$ cat config.mk
export PLATFORM = sky130hd
export DESIGN_NAME = feature_flag_reporter_flat
export DESIGN_NICKNAME = d
export VERILOG_FILES = /design/src/rtl/feature_flag_reporter_if.sv /design/src/rtl/feature_flag_reporter.sv /design/src/flat_wrapper.sv
export SDC_FILE = /design/constraint.sdc
export NUM_CORES = 1
export LEC_CHECK = 0
export ABC_AREA = 0
export CAP_MARGIN = 10
export CORE_MARGIN = 3
export CORE_UTILIZATION = 45
export CTS_CLUSTER_SIZE = 12
export DETAILED_ROUTE_END_ITERATION = 12
export PLACE_DENSITY = 0.72
export SYNTH_ARGS = -nofsm -noshare
export SYNTH_HDL_FRONTEND = slang
export SYNTH_SLANG_ARGS = --single-unit
$ cat constraint.sdc
create_clock -name clk -period 3.7 [get_ports clk]
set_input_delay 0.74 -clock clk [delete_from_list [all_inputs] [get_ports clk]]
set_output_delay 0.74 -clock clk [all_outputs]
set_load 0.01 [all_outputs]
$ cat src/rtl/feature_flag_reporter_if.sv
// Byte stream carrying feature-flag report frames to the debug/status path.
interface feature_flag_reporter_if;
  logic [7:0] out_data;
  logic       out_valid;
  logic       out_ready;

  modport master (output out_data, output out_valid, input out_ready);
  modport slave  (input out_data, input out_valid, output out_ready);
endinterface

$ cat src/rtl/feature_flag_reporter.sv
// Resolves nested build-time feature flags after reset and streams them as a framed report.
// Optional trailing XOR checksum byte enabled by `define FLAG_REPORT_CSUM_EN.
module feature_flag_reporter #(
  parameter int           NUM_FLAGS  = 8,
  parameter logic [63:0]  FLAG_VALUE = 64'h0,
  parameter logic [511:0] PARENT_MAP = {64{8'hFF}}
) (
  input  logic                           clk,
  input  logic                           rst,
  input  logic                           req,
  feature_flag_reporter_if.master        stream,
  output logic                           busy,
  output logic                           resolved,
  output logic [63:0]                    eff_flags,
  output logic                           err_cfg
);

  localparam int         NBYTES    = (NUM_FLAGS + 7) / 8;
  localparam logic [2:0] LAST_BYTE = 3'(NBYTES - 1);
  localparam logic [6:0] LAST_IDX  = 7'(NUM_FLAGS);

  typedef enum logic [2:0] {
    RESOLVE,
    IDLE,
    HDR,
    CNT,
`ifdef FLAG_REPORT_CSUM_EN
    CSUM,
`endif
    DATA
  } state_t;

  state_t      state_reg, state_next;
  logic [6:0]  idx_reg, idx_next;
  logic [2:0]  byte_idx_reg, byte_idx_next;
  logic [63:0] eff_reg, eff_next;
  logic        err_reg, err_next;
  logic        busy_reg, busy_next;
  logic        resolved_reg, resolved_next;
  logic [7:0]  out_data_reg, out_data_next;
  logic        out_valid_reg, out_valid_next;
`ifdef FLAG_REPORT_CSUM_EN
  logic [7:0]  csum_reg, csum_next;
`endif

  logic [7:0]  data_bytes [8];
  logic [7:0]  parent;
  logic        accept;

  genvar gi;
  generate
    for (gi = 0; gi < 8; gi++) begin : g_bytes
      assign data_bytes[gi] = eff_reg[gi*8 +: 8];
    end
  endgenerate

  assign parent = PARENT_MAP[{idx_reg[5:0], 3'b000} +: 8];
  assign accept = out_valid_reg & stream.out_ready;

  always_comb begin
    state_next     = state_reg;
    idx_next       = idx_reg;
    byte_idx_next  = byte_idx_reg;
    eff_next       = eff_reg;
    err_next       = err_reg;
    busy_next      = busy_reg;
    resolved_next  = resolved_reg;
    out_data_next  = out_data_reg;
    out_valid_next = out_valid_reg;
`ifdef FLAG_REPORT_CSUM_EN
    csum_next      = csum_reg;
`endif
    case (state_reg)
      RESOLVE: begin
        if (idx_reg == LAST_IDX) begin
          resolved_next = 1'b1;
          busy_next     = 1'b0;
          state_next    = IDLE;
        end else begin
          // Parents must precede the child so their effective value is already final.
          if (parent == 8'hFF) begin
            eff_next[idx_reg[5:0]] = FLAG_VALUE[idx_reg[5:0]];
          end else if (parent < {1'b0, idx_reg}) begin
            eff_next[idx_reg[5:0]] = FLAG_VALUE[idx_reg[5:0]] & eff_reg[parent[5:0]];
          end else begin
            eff_next[idx_reg[5:0]] = 1'b0;
            err_next               = 1'b1;
          end
          idx_next = idx_reg + 7'd1;
        end
      end
      IDLE: begin
        if (req) begin
          state_next     = HDR;
          busy_next      = 1'b1;
          out_valid_next = 1'b1;
          out_data_next  = 8'hA5;
`ifdef FLAG_REPORT_CSUM_EN
          csum_next      = 8'h00;
`endif
        end
      end
      HDR: begin
        if (accept) begin
          state_next    = CNT;
          out_data_next = 8'(NUM_FLAGS);
`ifdef FLAG_REPORT_CSUM_EN
          csum_next     = csum_reg ^ out_data_reg;
`endif
        end
      end
      CNT: begin
        if (accept) begin
          state_next    = DATA;
          byte_idx_next = 3'd0;
          out_data_next = data_bytes[0];
`ifdef FLAG_REPORT_CSUM_EN
          csum_next     = csum_reg ^ out_data_reg;
`endif
        end
      end
      DATA: begin
        if (accept) begin
`ifdef FLAG_REPORT_CSUM_EN
          csum_next = csum_reg ^ out_data_reg;
`endif
          if (byte_idx_reg == LAST_BYTE) begin
            byte_idx_next  = 3'd0;
`ifdef FLAG_REPORT_CSUM_EN
            state_next     = CSUM;
            out_data_next  = csum_reg ^ out_data_reg;
`else
            state_next     = IDLE;
            out_valid_next = 1'b0;
            busy_next      = 1'b0;
            out_data_next  = 8'h00;
`endif
          end else begin
            byte_idx_next = byte_idx_reg + 3'd1;
            out_data_next = data_bytes[byte_idx_reg + 3'd1];
          end
        end
      end
`ifdef FLAG_REPORT_CSUM_EN
      CSUM: begin
        if (accept) begin
          state_next     = IDLE;
          out_valid_next = 1'b0;
          busy_next      = 1'b0;
          out_data_next  = 8'h00;
        end
      end
`endif
      default: state_next = RESOLVE;
    endcase
  end

  always_ff @(posedge clk) begin
    if (rst) begin
      state_reg     <= RESOLVE;
      idx_reg       <= 7'd0;
      byte_idx_reg  <= 3'd0;
      eff_reg       <= 64'h0;
      err_reg       <= 1'b0;
      busy_reg      <= 1'b1;
      resolved_reg  <= 1'b0;
      out_data_reg  <= 8'h00;
      out_valid_reg <= 1'b0;
`ifdef FLAG_REPORT_CSUM_EN
      csum_reg      <= 8'h00;
`endif
    end else begin
      state_reg     <= state_next;
      idx_reg       <= idx_next;
      byte_idx_reg  <= byte_idx_next;
      eff_reg       <= eff_next;
      err_reg       <= err_next;
      busy_reg      <= busy_next;
      resolved_reg  <= resolved_next;
      out_data_reg  <= out_data_next;
      out_valid_reg <= out_valid_next;
`ifdef FLAG_REPORT_CSUM_EN
      csum_reg      <= csum_next;
`endif
    end
  end

  assign stream.out_data  = out_data_reg;
  assign stream.out_valid = out_valid_reg;
  assign busy             = busy_reg;
  assign resolved         = resolved_reg;
  assign eff_flags        = eff_reg;
  assign err_cfg          = err_reg;

endmodule

$ cat src/flat_wrapper.sv
// flat-port wrapper written by rule: the top's interface ports become plain ports
module feature_flag_reporter_flat 
#(
  parameter int           NUM_FLAGS  = 8,
  parameter logic [63:0]  FLAG_VALUE = 64'h0,
  parameter logic [511:0] PARENT_MAP = {64{8'hFF}}
)
  (clk, rst, req, busy, resolved, eff_flags, err_cfg, stream_out_data, stream_out_valid, stream_out_ready);
  feature_flag_reporter_if stream_i ();
  input  logic clk;
  input  logic rst;
  input  logic req;
  output logic busy;
  output logic resolved;
  output logic [63:0] eff_flags;
  output logic err_cfg;
  output wire logic [$bits(stream_i.out_data)-1:0] stream_out_data;
  output wire logic [$bits(stream_i.out_valid)-1:0] stream_out_valid;
  input wire logic [$bits(stream_i.out_ready)-1:0] stream_out_ready;
  assign stream_out_data = stream_i.out_data;
  assign stream_out_valid = stream_i.out_valid;
  assign stream_i.out_ready = stream_out_ready;
  feature_flag_reporter #(.NUM_FLAGS(NUM_FLAGS), .FLAG_VALUE(FLAG_VALUE), .PARENT_MAP(PARENT_MAP)) u_core (.clk(clk), .rst(rst), .req(req), .stream(stream_i), .busy(busy), .resolved(resolved), .eff_flags(eff_flags), .err_cfg(err_cfg));
endmodule
==> results.cfg, run 1 <==
[status]
run_status = completed

[global_route]
grtUsageTotal_pct = 22.3
grt_pass1_vias = 3082
grt_overflow_total = 0
antenna_found_initial = 0
grt_pass1_wl_um = 16900
grt_max_degree = 37

[cts]
clockBufferDepth = 2
path_clk_slew_ns = 0.09
clk_latency_ns = 0.37
cts.sink_count = 88
cts_hold_buf = 0
htree_levels = 3
root_buffer = clkbuf_8
cts_tree = yes
numCtsBuffers = 9
cts_setup_buffers = 0
ctsResizeCount = 0

[min_path]
hold_class = flop to flop
whs_path_depth = 2

[die]
io_pins = 80
die-area_um2 = 9500
core_um2 = 7930
start_util_pct = 47.5
rows = 32
die_y_um = 97.5
die_x_um = 97.5

[power]
power_density_nw_per_um2 = 427
swShare_pct = 33.0
p_comb_share_pct = 16.4
p_int_w = 0.00137
p_sw_w = 0.000674
p_clk_share_pct = 32.4
vdd_drop_max_uv = 251
leakagePower_nw = 1.69
seqPwrFrac_pct = 51.2

[setup_path]
worstPathMaxFanout = 9
required_ns = 3.95
cp-end-kind = flop
cp.arrival_ns = 2.71
path_class = flop to flop
startpoint_type = flop
rr_worst_depth = 6

[sta]
grt_setup_unrepaired = false
drv_slew = 0
post-route-period-util_pct = 66.4
worstMarginPinSlew_ns = 1.15
finalClockSkew_ns = 0.0132
slew_headroom_pct = 22.9
setup-tns-final_ns = 0
final_hold_viol_count = 0
min_period_ns = 2.46
setup_viol = 0
fmax_mhz = 407

[synth]
ys_dominant_reg_cell = dfxtp_1
async_reset_ff_share_pct = 0
netlist_area_um2 = 3760
synth.avg_cell_area_um2 = 9.36
synth_cell_types = 53
yosysTopAreaCell = dfxtp_1
synthCells = 402
yosysSeqAreaShare_pct = 46.8
synth.most_common_cell = dfxtp_1
synth_warnings = 0
synth_area_leaders = dfxtp_1, mux4_2, a21oi_1, nand2_1, nor2_1
synth_edf_count = 0
ys_ff_latch = 88
synthTopCellsByCount = dfxtp_1, nand2_1, a21oi_1
syn-num-nets = 410
synth_top_area_share_pct = 46.8

[routing]
wl_um = 10700
route.detailed.drc = 0
final_antenna_net_count = 0
wl_per_cell_um = 18.6
drt_iter0_drc = 235
drt-pass1-iter-count = 5
num_vias = 3387
avgViaCountPerCell = 5.86

[placed_design]
place_hpwl_um = 7600
gp_congestion = 0.954
place_area_um2 = 4590
io_buffers = 78

[final_layout]
finalNetCount = 479
n_antenna_cell = 0
design_area_um2 = 4780
layout-drive-gt1-share_pct = 10.9
largest_register_ffs = 64
syn_to_final_growth_pct = 27.0

[run]
maxCapViolCount = 0
## cells by family (layout without fill, tap and decap cells)
logic type	after synthesis	count (layout)	synth area share (%)
AOI/OAI and AO/OA	109	109	17.5
buffers and inverters	33	107	4.09
adders and majority gates	4	4	1.33
xor gates and xnor gates	5	5	1.16
and+or+nand+nor	143	143	18.7
DFF	88	88	46.8
other	1	1	0.0996
muxes	19	19	10.4
## power groups by stage
stage | combinational, W | clock [W] | sequential, W
after global routing | 0.000357 | 0.000707 | 0.00105
after floorplan | 0.000247 | 0 | 0.00103
final | 0.000335 | 0.000661 | 0.00104
after detailed placement | 0.000322 | 0 | 0.00106
after CTS | 0.000325 | 0.000665 | 0.00104
after global placement | 0.000314 | 0 | 0.00106
## stage by stage
step | cells | util [%] | total power, W | hold WS, ns | setup WS, ns
floorplan | 402 | - | 0.00128 | 0.449 | 1.14
global placement | 562 | 57.8 | 0.00138 | 0.439 | 1.32
detailed placement | 562 | 57.8 | 0.00139 | 0.442 | 1.23
CTS | 578 | 60.3 | 0.00203 | 0.458 | 1.22
global route | 578 | 60.3 | 0.00212 | 0.481 | 1.05
finish | 578 | 60.3 | 0.00204 | 0.457 | 1.24
## final timing paths
path                                  startpoint                                     end  slack [ns]
max          u_core.byte_idx_reg[1]$_SDFFE_PP0P_  u_core.stream.out_data[2]$_SDFFE_PP0P_        1.24
min            u_core.eff_flags[17]$_SDFFE_PP0P_       u_core.eff_flags[17]$_SDFFE_PP0P_        0.46
max reg2reg  u_core.byte_idx_reg[1]$_SDFFE_PP0P_  u_core.stream.out_data[2]$_SDFFE_PP0P_        1.24
min reg2reg    u_core.eff_flags[17]$_SDFFE_PP0P_       u_core.eff_flags[17]$_SDFFE_PP0P_        0.46
## cells in the final DEF, fill, tap and decap left out, types with 5 or more instances in the layout
cell / n
and3_1: 5
inv_1: 7
clkbuf_8: 10
o311a_1: 5
nand2b_1: 7
clkdlybuf4s50_1: 78
buf_4: 5
mux4_2: 16
a21oi_1: 71
o21ai_0: 9
dfxtp_1: 88
nor2_1: 23
nor3_1: 9
nand2_1: 73
## area by class of cell
type,instances,area (um^2)
inverters,8,30.0
repair buffers,83,818
multi-input cells,281,1850
well taps,102,128
fillers,684,3150
flip-flops and latches,88,1760
clock buffers,10,138
clock inverters,6,57.6
## worst max-delay path: stages (launching register included)
cell	delay [ns]
dfxtp_1	0.37
inv_1	0.05
ha_1	0.63
buf_4	0.32
mux4_2	0.54
a221oi_1	0.34
nor3_1	0.09
## metal layers
| layer | track usage [%] | vias up | part of all wire (%) |
|---|---|---|---|
| li1 | - | 1565 | - |
| met2 | 34.5 | 175 | 47 |
| met5 | 0 | - | 0 |
| met4 | 4.79 | 0 | 1.1 |
| met3 | 5.81 | 11 | 8.0 |
| met1 | 31.4 | 1636 | 44 |
Note: power is estimated with default switching activity, not from simulation.
==> run 2: changes to the inputs <==
--- a/config.mk
+++ b/config.mk
@@ -11,7 +11,7 @@
 export CORE_UTILIZATION = 45
 export CTS_CLUSTER_SIZE = 12
 export DETAILED_ROUTE_END_ITERATION = 12
-export PLACE_DENSITY = 0.72
+export PLACE_DENSITY = 0.75
 export SYNTH_ARGS = -nofsm -noshare
 export SYNTH_HDL_FRONTEND = slang
 export SYNTH_SLANG_ARGS = --single-unit
==> constraint.sdc (replaced) <==
create_clock -name clk -period 2.2 [get_ports clk]
set_input_delay 0.44 -clock clk [delete_from_list [all_inputs] [get_ports clk]]
set_output_delay 0.44 -clock clk [all_outputs]
set_load 0.01 [all_outputs]
==> run 2 against run 1 <==
  * Worst setup slack worse by 1.1 ns
  * Wire length rose by 0.43%
  * Via count down 0.53%
  * Register-to-register slack worse by 1.1 ns
  * Sequential power grew 69%
  * Critical endpoint is now u_core.stream.out_data[4]$_SDFFE_PP0P_
  * Cell area is 2.4% higher
  * Flip-flop and latch count unchanged
  * Power grew 69%
  * Clock skew decreased by 0.0024 ns
  * Combinational power is 91% higher
  * Global-route usage up 0.58 points
==> results.cfg, run 2 (synthesis gave the netlist of run 1 again) <==
[final_layout]
mostFrequentLayoutCells = dfxtp_1, clkdlybuf4s50_1, nand2_1, a21oi_1, nor2_1
final_common_cell = dfxtp_1
layout-drive-gt1-share_pct = 13.5
syn_to_final_growth_pct = 30.1
n_antenna_cell = 0
finalNetCount = 492
largest_register_ffs = 64
layoutNonFillerInstCount = 591

[sta]
fmax_mhz = 494
slew_headroom_pct = 59.4
final_hold_viol_count = 0
post-route-period-util_pct = 92.0
worstMarginPinSlew_ns = 0.605
min_period_ns = 2.02
setup-tns-final_ns = 0
setup_viol = 0
drv_slew = 0
finalClockSkew_ns = 0.0109
grt_setup_unrepaired = false

[setup_path]
regToRegEndpoint = u_core.stream.out_data[4]$_SDFFE_PP0P_
worstPathMaxFanout = 14
cp.depth = 7
crit_path_start = u_core.byte_idx_reg[1]$_SDFFE_PP0P_
rr_worst_depth = 7
cp.arrival_ns = 2.28
endpoint = u_core.stream.out_data[4]$_SDFFE_PP0P_
r2r_start = u_core.byte_idx_reg[1]$_SDFFE_PP0P_
path_cells = inv_1, ha_1, buf_12, mux4_2, a22oi_1, a21o_1, a21oi_1
worst_path_largest_cell_delay_ns = 0.54
path_class = flop to flop
cp-end-kind = flop
crit_slowest_cell = mux4_2
cp_num_buf_inv = 2
required_ns = 2.46
cpLargestDelayFamily = multiplexers
startpoint_type = flop
rrSetupSlack_ns = 0.18

[die]
rows = 32
io_pins = 80
die-area_um2 = 9500
start_util_pct = 47.5
core_um2 = 7930
die_x_um = 97.5
die_y_um = 97.5

[global_route]
grt_pass1_wl_um = 17500
antenna_found_initial = 0
grt_pass1_vias = 3321
grt_max_degree = 68
grt_overflow_total = 0
grtUsageTotal_pct = 22.8

[status]
run_status = completed

[cts]
cts_setup_buffers = 0
root_buffer = clkbuf_8
cts_hold_buf = 0
cts_tree = yes
path_clk_slew_ns = 0.10
numCtsBuffers = 9
clk_latency_ns = 0.37
cts.sink_count = 88
htree_levels = 3
clockBufferDepth = 2

[routing]
route.detailed.drc = 0
drt-pass1-iter-count = 5
wl_per_cell_um = 18.2
wl_um = 10800
final_antenna_net_count = 0
num_vias = 3369
drt_iter0_drc = 274
avgViaCountPerCell = 5.70

[run]
maxCapViolCount = 0

[power]
vdd_drop_max_uv = 323
leakagePower_nw = 1.75
p_clk_share_pct = 30.3
p_comb_share_pct = 18.6
power_density_nw_per_um2 = 703
p_sw_w = 0.00111
swShare_pct = 32.4
seqPwrFrac_pct = 51.1
p_int_w = 0.00233

[placed_design]
place_hpwl_um = 7760
gp_congestion = 0.890
numPlacedInstances = 575
io_buffers = 78

[min_path]
hold_class = flop to flop
## run 2: cell types whose count changed in the layout (fill, tap and decap cells not counted), sizes merged
cell / delta
buf: +13
inv: -3
clkinvlp: +2
clkinv: +1
## run 2: layout make-up
class	count	area, um^2
tap	102	128
clock buffer	10	128
timing repair buffer	96	941
inverter	8	30.0
fill	682	3030
multi-input combinational	281	1850
sequential	88	1760
clock inverter	6	52.6
## run 2: worst min path at each step
stage               slack [ns]                                  end                                start  depth (start not counted)
floorplan                 0.45  u_core.byte_idx_reg[1]$_SDFFE_PP0P_  u_core.byte_idx_reg[1]$_SDFFE_PP0P_                          2
global placement          0.43    u_core.eff_flags[10]$_SDFFE_PP0P_    u_core.eff_flags[10]$_SDFFE_PP0P_                          2
detailed placement        0.44    u_core.eff_flags[28]$_SDFFE_PP0P_    u_core.eff_flags[28]$_SDFFE_PP0P_                          2
CTS                       0.46    u_core.eff_flags[22]$_SDFFE_PP0P_    u_core.eff_flags[22]$_SDFFE_PP0P_                          2
global route              0.48    u_core.eff_flags[54]$_SDFFE_PP0P_    u_core.eff_flags[54]$_SDFFE_PP0P_                          2
finish                    0.45    u_core.eff_flags[22]$_SDFFE_PP0P_    u_core.eff_flags[22]$_SDFFE_PP0P_                          2
## run 2: metal layers
layer	GRT usage (%)	wire length, um
met5	0	0
met3	5.60	743
met4	7.35	136
met1	30.5	4680
met2	36.5	5210
## run 2: power groups by stage
stage | combinational [W] | sequential [W] | clock (W)
global route | 0.000693 | 0.00177 | 0.00111
detailed placement | 0.000622 | 0.00179 | 0
finish | 0.000641 | 0.00176 | 0.00104
floorplan | 0.000415 | 0.00174 | 0
CTS | 0.000624 | 0.00175 | 0.00105
global placement | 0.000610 | 0.00179 | 0
## run 2: what timing repair did
| item | CTS | global route |
|---|---|---|
| gates resized for setup | 0 | 2 |
| endpoints found under the setup margin | 0 | 3 |
| endpoints found under the hold margin | 0 | 0 |
## run 2: through the flow
stage          utilization (%)  hold slack (ns)  setup WS (ns)  cell area, um^2  total power, W
2_1_floorplan                -            0.449        0.00967             3790         0.00215
3_3_place_gp              59.4            0.434          0.211             4710         0.00240
3_5_place_dp              59.4            0.443          0.128             4710         0.00241
4_1_cts                   61.7            0.457          0.186             4890         0.00343
5_1_grt                   61.8            0.477         0.0568             4900         0.00357
6_report                  61.8            0.453          0.177             4900         0.00344
## run 2: worst min-delay path, stage by stage, from the launching register on
cell and delay [ns]:
dfxtp_1 0.33, nand2_1 0.06, a21oi_1 0.03
==> run 3: changes to the inputs <==
--- a/config.mk
+++ b/config.mk
@@ -6,7 +6,6 @@
 export NUM_CORES = 1
 export LEC_CHECK = 0
 export ABC_AREA = 0
-export CAP_MARGIN = 10
 export CORE_MARGIN = 3
 export CORE_UTILIZATION = 45
 export CTS_CLUSTER_SIZE = 12
==> results of run 3 <==
Final layout, timing and power as in run 2 (identical DEF).
